### src/rtl/fmul_sched_if.sv
// Requester, response and status signals of the fmul_sched multiplier scheduler.
interface fmul_sched_if #(
  parameter int NEXP = 8,
  parameter int NSIG = 23
);
  localparam int W = 1 + NEXP + NSIG;

  logic         req0_valid;
  logic         req0_ready;
  logic [W-1:0] req0_a;
  logic [W-1:0] req0_b;
  logic         req0_rm;
  logic         req1_valid;
  logic         req1_ready;
  logic [W-1:0] req1_a;
  logic [W-1:0] req1_b;
  logic         req1_rm;
  logic         flush;
  logic         rsp_valid;
  logic         rsp_ready;
  logic         rsp_id;
  logic [W-1:0] rsp_y;
  logic [4:0]   rsp_flags;
  logic         busy;
  logic [4:0]   fflags;
  logic         fflags_clr;

  modport master (
    output req0_valid, req0_a, req0_b, req0_rm,
    output req1_valid, req1_a, req1_b, req1_rm,
    output flush, rsp_ready, fflags_clr,
    input  req0_ready, req1_ready,
    input  rsp_valid, rsp_id, rsp_y, rsp_flags, busy, fflags
  );

  modport slave (
    input  req0_valid, req0_a, req0_b, req0_rm,
    input  req1_valid, req1_a, req1_b, req1_rm,
    input  flush, rsp_ready, fflags_clr,
    output req0_ready, req1_ready,
    output rsp_valid, rsp_id, rsp_y, rsp_flags, busy, fflags
  );
endinterface

### src/rtl/fmul_sched.sv
// Two-port round-robin scheduler around a combinational FP multiplier (fmul_core).
// Define FMUL_SCHED_STICKY_FLAGS_EN to accumulate sticky exception flags on fflags.
module fmul_core #(
  parameter int NEXP = 8,
  parameter int NSIG = 23,
  localparam int W = 1 + NEXP + NSIG
) (
  input  logic [W-1:0] a,
  input  logic [W-1:0] b,
  input  logic         rm,
  output logic [W-1:0] y,
  output logic [4:0]   flags
);
  localparam int EW = NEXP + 3;
  localparam logic [EW-1:0] BIAS = {4'b0000, {(NEXP-1){1'b1}}};
  localparam logic [EW-1:0] EMAX = {3'b000, {NEXP{1'b1}}};

  logic            sa, sb, s;
  logic [NEXP-1:0] ea, eb;
  logic [NSIG-1:0] fa, fb, frac;
  logic            a_max, b_max, a_zero, b_zero, a_nan, b_nan, a_inf, b_inf, a_snan, b_snan;
  logic [2*NSIG+1:0] prod;
  logic            norm, guard, sticky, rnd;
  logic [NSIG:0]   frac_r;
  logic [EW-1:0]   exp_w;
  logic            ovf, udf;

  assign {sa, ea, fa} = a;
  assign {sb, eb, fb} = b;
  assign s      = sa ^ sb;
  assign a_max  = &ea;
  assign b_max  = &eb;
  // Subnormal operands and results are flushed to signed zero.
  assign a_zero = ~|ea;
  assign b_zero = ~|eb;
  assign a_nan  = a_max & |fa;
  assign b_nan  = b_max & |fb;
  assign a_inf  = a_max & ~|fa;
  assign b_inf  = b_max & ~|fb;
  assign a_snan = a_nan & ~fa[NSIG-1];
  assign b_snan = b_nan & ~fb[NSIG-1];

  assign prod   = {{(NSIG+1){1'b0}}, 1'b1, fa} * {{(NSIG+1){1'b0}}, 1'b1, fb};
  assign norm   = prod[2*NSIG+1];
  assign frac   = norm ? prod[2*NSIG:NSIG+1] : prod[2*NSIG-1:NSIG];
  assign guard  = norm ? prod[NSIG] : prod[NSIG-1];
  assign sticky = norm ? |prod[NSIG-1:0] : |prod[NSIG-2:0];
  assign rnd    = rm & guard & (sticky | frac[0]);
  assign frac_r = {1'b0, frac} + {{NSIG{1'b0}}, rnd};
  // A rounding carry leaves frac_r[NSIG-1:0] zero, so only the exponent moves.
  assign exp_w  = {3'b000, ea} + {3'b000, eb} - BIAS
                + {{(EW-1){1'b0}}, norm} + {{(EW-1){1'b0}}, frac_r[NSIG]};
  assign ovf    = !exp_w[EW-1] && (exp_w >= EMAX);
  assign udf    = exp_w[EW-1] || (exp_w == '0);

  always_comb begin
    y     = '0;
    flags = '0;
    if (a_nan || b_nan) begin
      y        = {1'b0, {NEXP{1'b1}}, 1'b1, {(NSIG-1){1'b0}}};
      flags[4] = a_snan | b_snan;
    end else if ((a_inf && b_zero) || (a_zero && b_inf)) begin
      y        = {1'b0, {NEXP{1'b1}}, 1'b1, {(NSIG-1){1'b0}}};
      flags[4] = 1'b1;
    end else if (a_inf || b_inf) begin
      y = {s, {NEXP{1'b1}}, {NSIG{1'b0}}};
    end else if (a_zero || b_zero) begin
      y = {s, {(NEXP+NSIG){1'b0}}};
    end else if (ovf) begin
      y     = rm ? {s, {NEXP{1'b1}}, {NSIG{1'b0}}}
                 : {s, {(NEXP-1){1'b1}}, 1'b0, {NSIG{1'b1}}};
      flags = 5'b00101;
    end else if (udf) begin
      y     = {s, {(NEXP+NSIG){1'b0}}};
      flags = 5'b00011;
    end else begin
      y        = {s, exp_w[NEXP-1:0], frac_r[NSIG-1:0]};
      flags[0] = guard | sticky;
    end
  end
endmodule

module fmul_sched #(
  parameter int NEXP = 8,
  parameter int NSIG = 23
) (
  input logic         clk,
  input logic         rst_n,
  fmul_sched_if.slave bus
);
  localparam int W = 1 + NEXP + NSIG;

  logic         adv1, adv2, grant, accept, hs, last;
  logic         s1_valid, s1_id, s1_rm;
  logic [W-1:0] s1_a, s1_b;
  logic         s2_valid, s2_id;
  logic [W-1:0] s2_y;
  logic [4:0]   s2_flags;
  logic [W-1:0] core_y;
  logic [4:0]   core_flags;

  fmul_core #(.NEXP(NEXP), .NSIG(NSIG)) u_core (
    .a(s1_a), .b(s1_b), .rm(s1_rm), .y(core_y), .flags(core_flags)
  );

  always_comb begin
    adv2 = !s2_valid || bus.rsp_ready;
    adv1 = !s1_valid || adv2;
    if (bus.req0_valid && bus.req1_valid) grant = ~last;
    else                                  grant = bus.req1_valid;
    bus.req0_ready = adv1 && !grant && !bus.flush;
    bus.req1_ready = adv1 && grant && !bus.flush;
    accept = (bus.req0_valid && bus.req0_ready) || (bus.req1_valid && bus.req1_ready);
    hs     = s2_valid && bus.rsp_ready && !bus.flush;
  end

  always_ff @(posedge clk or negedge rst_n) begin
    if (!rst_n) begin
      s1_valid <= 1'b0;
      s1_id    <= 1'b0;
      s1_rm    <= 1'b0;
      s1_a     <= '0;
      s1_b     <= '0;
      s2_valid <= 1'b0;
      s2_id    <= 1'b0;
      s2_y     <= '0;
      s2_flags <= '0;
      last     <= 1'b1;
    end else if (bus.flush) begin
      s1_valid <= 1'b0;
      s2_valid <= 1'b0;
    end else begin
      if (adv2) begin
        s2_valid <= s1_valid;
        if (s1_valid) begin
          s2_id    <= s1_id;
          s2_y     <= core_y;
          s2_flags <= core_flags;
        end
      end
      if (adv1) begin
        s1_valid <= accept;
        if (accept) begin
          s1_id <= grant;
          s1_a  <= grant ? bus.req1_a  : bus.req0_a;
          s1_b  <= grant ? bus.req1_b  : bus.req0_b;
          s1_rm <= grant ? bus.req1_rm : bus.req0_rm;
          last  <= grant;
        end
      end
    end
  end

  assign bus.rsp_valid = s2_valid;
  assign bus.rsp_id    = s2_id;
  assign bus.rsp_y     = s2_y;
  assign bus.rsp_flags = s2_flags;
  assign bus.busy      = s1_valid | s2_valid;

`ifdef FMUL_SCHED_STICKY_FLAGS_EN
  logic [4:0] fflags_q;

  // Clear wins first, so a simultaneous handshake leaves only the new flags.
  always_ff @(posedge clk or negedge rst_n) begin
    if (!rst_n)              fflags_q <= '0;
    else if (bus.fflags_clr) fflags_q <= hs ? s2_flags : '0;
    else if (hs)             fflags_q <= fflags_q | s2_flags;
  end

  assign bus.fflags = fflags_q;
`else
  logic unused_sticky;

  assign unused_sticky = bus.fflags_clr ^ hs;
  assign bus.fflags    = '0;
`endif
endmodule

### src/flat_wrapper.sv
// flat-port wrapper written by rule: the top's interface ports become plain ports
module fmul_sched_flat 
#(
  parameter int NEXP = 8,
  parameter int NSIG = 23
)
  (clk, rst_n, bus_req0_valid, bus_req0_a, bus_req0_b, bus_req0_rm, bus_req1_valid, bus_req1_a, bus_req1_b, bus_req1_rm, bus_flush, bus_rsp_ready, bus_fflags_clr, bus_req0_ready, bus_req1_ready, bus_rsp_valid, bus_rsp_id, bus_rsp_y, bus_rsp_flags, bus_busy, bus_fflags);
  fmul_sched_if #(.NEXP(NEXP), .NSIG(NSIG)) bus_i ();
  input logic clk;
  input logic rst_n;
  input wire logic [$bits(bus_i.req0_valid)-1:0] bus_req0_valid;
  input wire logic [$bits(bus_i.req0_a)-1:0] bus_req0_a;
  input wire logic [$bits(bus_i.req0_b)-1:0] bus_req0_b;
  input wire logic [$bits(bus_i.req0_rm)-1:0] bus_req0_rm;
  input wire logic [$bits(bus_i.req1_valid)-1:0] bus_req1_valid;
  input wire logic [$bits(bus_i.req1_a)-1:0] bus_req1_a;
  input wire logic [$bits(bus_i.req1_b)-1:0] bus_req1_b;
  input wire logic [$bits(bus_i.req1_rm)-1:0] bus_req1_rm;
  input wire logic [$bits(bus_i.flush)-1:0] bus_flush;
  input wire logic [$bits(bus_i.rsp_ready)-1:0] bus_rsp_ready;
  input wire logic [$bits(bus_i.fflags_clr)-1:0] bus_fflags_clr;
  output wire logic [$bits(bus_i.req0_ready)-1:0] bus_req0_ready;
  output wire logic [$bits(bus_i.req1_ready)-1:0] bus_req1_ready;
  output wire logic [$bits(bus_i.rsp_valid)-1:0] bus_rsp_valid;
  output wire logic [$bits(bus_i.rsp_id)-1:0] bus_rsp_id;
  output wire logic [$bits(bus_i.rsp_y)-1:0] bus_rsp_y;
  output wire logic [$bits(bus_i.rsp_flags)-1:0] bus_rsp_flags;
  output wire logic [$bits(bus_i.busy)-1:0] bus_busy;
  output wire logic [$bits(bus_i.fflags)-1:0] bus_fflags;
  assign bus_i.req0_valid = bus_req0_valid;
  assign bus_i.req0_a = bus_req0_a;
  assign bus_i.req0_b = bus_req0_b;
  assign bus_i.req0_rm = bus_req0_rm;
  assign bus_i.req1_valid = bus_req1_valid;
  assign bus_i.req1_a = bus_req1_a;
  assign bus_i.req1_b = bus_req1_b;
  assign bus_i.req1_rm = bus_req1_rm;
  assign bus_i.flush = bus_flush;
  assign bus_i.rsp_ready = bus_rsp_ready;
  assign bus_i.fflags_clr = bus_fflags_clr;
  assign bus_req0_ready = bus_i.req0_ready;
  assign bus_req1_ready = bus_i.req1_ready;
  assign bus_rsp_valid = bus_i.rsp_valid;
  assign bus_rsp_id = bus_i.rsp_id;
  assign bus_rsp_y = bus_i.rsp_y;
  assign bus_rsp_flags = bus_i.rsp_flags;
  assign bus_busy = bus_i.busy;
  assign bus_fflags = bus_i.fflags;
  fmul_sched #(.NEXP(NEXP), .NSIG(NSIG)) u_core (.clk(clk), .rst_n(rst_n), .bus(bus_i));
endmodule
### config.mk
export PLATFORM = sky130hd
export DESIGN_NAME = fmul_sched_flat
export DESIGN_NICKNAME = d
export VERILOG_FILES = /design/src/rtl/fmul_sched_if.sv /design/src/rtl/fmul_sched.sv /design/src/flat_wrapper.sv
export SDC_FILE = /design/constraint.sdc
export NUM_CORES = 2
export LEC_CHECK = 0
export ABC_AREA = 0
export BUFFER_PORTS_ARGS = -buffer_cell sky130_fd_sc_hd__clkbuf_2
export CORE_ASPECT_RATIO = 1.75
export CORE_MARGIN = 4
export CORE_UTILIZATION = 51
export CTS_BUF_LIST = sky130_fd_sc_hd__clkbuf_4
export DETAILED_ROUTE_END_ITERATION = 10
export GPL_ROUTABILITY_DRIVEN = 1
export GPL_TIMING_DRIVEN = 0
export PLACE_DENSITY = 0.75
export SLEW_MARGIN = 10
export SYNTH_ARGS = -nofsm -noshare
export SYNTH_HDL_FRONTEND = slang
export SYNTH_SLANG_ARGS = --single-unit
### constraint.sdc
create_clock -name clk -period 9.2 [get_ports clk]
set_input_delay 2.3 -clock clk [delete_from_list [all_inputs] [get_ports clk]]
set_output_delay 2.3 -clock clk [all_outputs]
set_load 0.01 [all_outputs]
Word-level counts from Yosys, hierarchy flattened --
Index checks and enable logic that the tools add are counted. W data, S select, Z words.
Storage, ports and cells: flip-flop bits (word level) 107, bits of input ports 137, output and inout bits 47, word-level logic and storage cells 101
Operators by class: add/subtract/negate cells 5, $mul 1, $lt $le $gt $ge 1, muxes and demuxes 27, bitwise logic cells 17, reduce and logical (&&, ||, !) cells 40
Operator list (number):
- $mux W32 | 4
- $mux W31 | 4
- $reduce_or A23 Y1 | 3
- $mul A24 B24 Y48 | 1
- $add A23 B1 Y24 | 1
- $mux W24 | 1
- $mux W23 | 1
- $reduce_or A22 Y1 | 1
- $reduce_and A8 Y1 | 2
- $reduce_or A8 Y1 | 2
- $mux W5 | 3
- $mux W1 | 12
- $add A10 B2 Y11 | 1
- $add A11 B1 Y11 | 1
- $ge A11 B8 Y1 const B | 1
- $logic_not A11 Y1 | 1
- $logic_and A1 B1 Y1 | 10
- $sub A9 B7 Y10 const B | 1
- $add A8 B8 Y9 | 1
- $logic_not A1 Y1 | 9
- $and A1 B1 Y1 | 8
- $logic_or A1 B1 Y1 | 8
- $mux W4 | 2
- $reduce_and A3 Y1 | 2
- 4 further kinds | 11

Logic depth before layout (Yosys ltp) --
depth after elaboration 15, mapped depth 48, gate-level depth less buffers 43

By module --
Synthesis repeated with hierarchy kept, for this count alone.
Unflattened totals: cells, all modules 3035, area, all modules 26944.6 µm²
Modules (own cells, without submodules):
- fmul_core | times used 1, cells each 2692, area an instance 22162.5 µm², sequential area each 0.0 µm²
- fmul_sched | times used 1, cells each 343, area an instance 4782.1 µm², sequential area each 2678.8 µm²

Least setup slack after synthesis --
Ideal clock, no wire load.
path type register -> register, start point register u_core.s1_b[3], end point register u_core.s2_y[13] (netlist: u_core.bus.rsp_y[13]), setup time 0.065 ns, arrival 9.899 ns, data required time 9.135 ns, path slack -0.764 ns, stages on the path, launching flop included 47, buffers on the path 4, period minus slack after synthesis 9.964 ns, path through dfrtp_1 clkbuf_1 clkbuf_1 nand2_1 fa_1 inv_1 fa_1 inv_1 fa_1 inv_1 fa_1 inv_1 fa_1 inv_1 fa_1 inv_1 fa_1 inv_1 (+11 left out) nor3_4 nand3_1 nor3_1 ha_1 inv_1 o21ai_0 ha_1 nand3b_1 inv_1 and3_1 nand3_1 nor2_1 a21oi_1 o31a_1 a211o_1 buf_2 nor3_2 a211o_1
Between the ends: word-level cells in the longest chain between the ends 15, elaborated cells between the ends (all ways) 31, classes of those cells add/sub (3); mul (1); order compare (1); mux (9); bitwise (5); reduce/logical (12)
RTL lines:
- start, declared | line fmul_sched.sv:95 | logic [W-1:0] s1_a, s1_b;
- start signal, assigned | line fmul_sched.sv:146 | s1_b <= grant ? bus.req1_b : bus.req0_b;
- parallel branches: the longest is 14 deep, another holds $mul A24 B24 Y48
- $mux W32 (*) | line fmul_sched.sv:59 | if (a_nan || b_nan) begin
- end signal, assigned | line fmul_sched.sv:137 | s2_y <= core_y;
- end, declared | line fmul_sched.sv:97 | logic [W-1:0] s2_y;
Every way passes the cells marked *. A chain may end at the register's enable or synchronous reset.

Worst setup path after layout --
start point register u_core.s1_a[22], end point register u_core.s2_y[13] (netlist: u_core.bus.rsp_y[13])
Between the ends: word-level cells in the longest chain between the ends 15, elaborated cells between the ends (all ways) 30, classes of those cells add/sub (3); mul (1); order compare (1); mux (9); bitwise (5); reduce/logical (11)
RTL lines:
- start, declared | line fmul_sched.sv:95
- start signal, assigned | line fmul_sched.sv:145 | s1_a <= grant ? bus.req1_a : bus.req0_a;
- parallel branches: the longest is 14 deep, another holds $mul A24 B24 Y48
- $mux W32 (*) | line fmul_sched.sv:59
Marks and branches as above.

==> results.yml <==
outcome:
  run_status: "finished, violations left"
  violations: "DRC, setup timing"
setup_path:
  crit_fanout: 6
  ff2ff_setup_slack_ps: -1320
  required_ps: 9700
  slowest_stage: "fa_2"
  critPathKind: "flop to flop"
  cp.arrival_ps: 11020
  start_kind: "flop"
  path_common_cell: "fa_2"
  max_stage_delay_ps: 740
  endpoint_kind: "flop"
yosys:
  syn-instance-count: 2968
  synth_edf_count: 0
  ys_async_sr_fraction: 1.000
  seq_area_frac_synth: 0.1025
  synth_area_leaders: "fa_1 37%, dfrtp_1 10%, ha_1 9.2%"
  synth_area_um2: 25880
  synth_ff_type: "dfrtp_1"
  ys_ff_latch: 106
  ys.warnings.count: 0
  yosys.cell_types.count: 93
  synthTopCellsByCount: "604 x inv_1, 483 x fa_1, 344 x nand2_1"
  synth_top_area_cell: "fa_1"
  synth_top_area_share: 0.3736
  yosysMostFrequentCell: "inv_1"
  avgSynthCellArea_um2: 8.720
cts:
  cts.clk_slew.worst_paths_ps: 200
  root_buffer: "clkbuf_4"
  cts_tree: "built"
  holdBufCountCts: 0
  cts_buffer_depth: 2
  htree_levels: 3
  numCtsBuffers: 9
  clk_latency_ps: 610
  clock_sinks: 106
global_routing:
  antenna_found_initial: 4
  grt_max_degree: 74
  overflow: 0
  grt_pass1_wl_mm: 146.7
  grt_pass1_vias: 25010
  track_usage: 0.3681
die:
  die_x_um: 178.3
  num_io_pins: 184
  coreArea_um2: 50320
  die_y_um: 306.0
  die_area_um2: 54560
  start_util: 0.5143
  fp-row-count: 109
drt:
  route.detailed.drc: 2
  drtIter0Drc: 2011
  viasPerCell: 5.941
  first_pass_iters: 8
  antenna_left: 0
  wl_per_cell_um: 25.10
  drt_wl_total_mm: 100.2
  vias: 23730
timing:
  fin_ws_ps: -1315
  setup_viol: 34
  slew_headroom: 0.2105
  min_period_ps: 10520
  fin_worst_hold_slack_ps: 516.5
  max_freq_mhz: 95.10
  skew_ps: 37.75
  rsz0062_at_grt: "true"
  finalHoldViolCount: 0
  maxSlewViolCount: 0
  finalCritPeriodShare: 1.143
  tightest_slew_ps: 1184
final_layout:
  fin_nets: 4130
  syn_to_final_growth_pct: 19.74
  layout-drive-gt1-share: 0.2169
placement:
  hpwl_mm: 76.44
  gp_congestion: 1.056
  io_buffers: 176
flow_run:
  max_cap_violations: 0
hold_path:
  hold_path_class: "flop to flop"
## final cells by class
class	count	area, µm²
Multi-Input combinational cell	2098	21250
Fill cell	4234	19330
Sequential cell	106	2700
Inverter	608	2320
Timing Repair Buffer	339	2257
Buffer	157	1459
Tap cell	666	833.3
Clock inverter	7	92.59
Clock buffer	9	67.56
Antenna cell	4	10.01
## final timing paths
| check | start | end | cells after the start |
|---|---|---|---|
| max in group asynchronous | rst_n | u_core.last | 2 |
| hold reg to reg | u_core.bus.rsp_y[13] | u_core.bus.rsp_y[13] | 1 |
| setup / recovery | u_core.s1_a[22] | u_core.bus.rsp_y[13] | 41 |
| min in group asynchronous | rst_n | u_core.bus.rsp_y[29] | 1 |
| setup reg to reg | u_core.s1_a[22] | u_core.bus.rsp_y[13] | 41 |
| hold / removal | u_core.bus.rsp_y[13] | u_core.bus.rsp_y[13] | 1 |
## state kept, by name (all words and copies together), names as in the netlist
signal and cells:
u_core.bus.rsp_y 32, u_core.bus.rsp_valid 1, u_core.bus.rsp_flags 4, u_core.last 1
u_core.s1_id 1, u_core.s1_b 32, u_core.s1_valid 1, u_core.s1_rm 1
u_core.bus.rsp_id 1, u_core.s1_a 32
## timing repair
item / CTS / global route
endpoints found under the setup margin: 34 / 34
setup buffers: 115 / 47
resized for setup: 255 / 131
gates cloned: 0 / 1
pin swaps: 75 / 63
## cell usage in the layout (no fill, tap or decap), types with 8 or more instances in the layout
master and n:
nor4_1 22, inv_1 586, o21ai_0 27, clkbuf_2 187, nor2_1 155, buf_4 156, clkbuf_8 39, xor2_1 23
clkbuf_16 8, dfrtp_1 70, a21oi_1 128, o21ai_1 14, o21a_1 13, xnor2_1 26, and2_1 241, nand2_1 337
mux2i_1 77, nand4_1 31, ha_1 184, o21ai_2 17, clkbuf_1 31, buf_6 28, and3_1 10, a21o_1 20
nand2_2 8, clkbuf_4 33, inv_2 9, xnor2_2 9, nor3_1 16, fa_1 458, nand3_1 18, nor3b_1 8
a21oi_2 17, fa_2 25, dfrtp_2 34, a22o_1 8
## critical path, delay by kind of cell, from the launching register on
family / cells / cell delay [ps]
adder cells (fa/ha/maj): 10 / 4530
AND/OR/NAND/NOR: 12 / 2220
AO/OA/AOI/OAI: 7 / 1560
buffers and inverters: 10 / 1070
flip-flops: 1 / 560
multiplexers: 1 / 330
XOR/XNOR: 1 / 140
## layer usage
layer  part of all wire  up-vias  global-route usage
met1               0.29    11620              0.3727
met3              0.094      672             0.08338
met2               0.47     1578              0.6088
li1                   -     9854                   -
met4               0.14        4              0.3572
met5            0.00014        -                   0
## metrics by stage
step | util | setup slack (ps) | instance area [µm²] | std cells | setup TNS, ps
6_report | 0.6158 | -1315 | 30990 | 3994 | -38700
5_1_grt | 0.6156 | -1463 | 30980 | 3991 | -44840
4_1_cts | 0.5991 | -935.3 | 30150 | 3943 | -26970
3_5_place_dp | 0.5610 | -2554 | 28230 | 3816 | -71720
3_3_place_gp | 0.5603 | -2475 | 28190 | 3815 | -70340
2_1_floorplan | - | -52.88 | 26480 | 2973 | -169.1
## cell families (layout without fill, tap and decap cells)
logic type               Yosys count  count (layout)  share of synthesized area
buffers and inverters            769            1120                     0.1135
adder cells (fa/ha/maj)          674             674                     0.4659
multiplexers                      84              84                    0.03268
XOR/XNOR                          69              69                    0.02335
AND/OR/NAND/NOR                  919             919                     0.1742
other                              1              10                  0.0001449
flip-flops                       106             106                     0.1025
AO/OA/AOI/OAI                    346             346                    0.08770
Power is not shown: default switching activity piles up to over one toggle a cycle in this logic, so the estimate is an artifact.
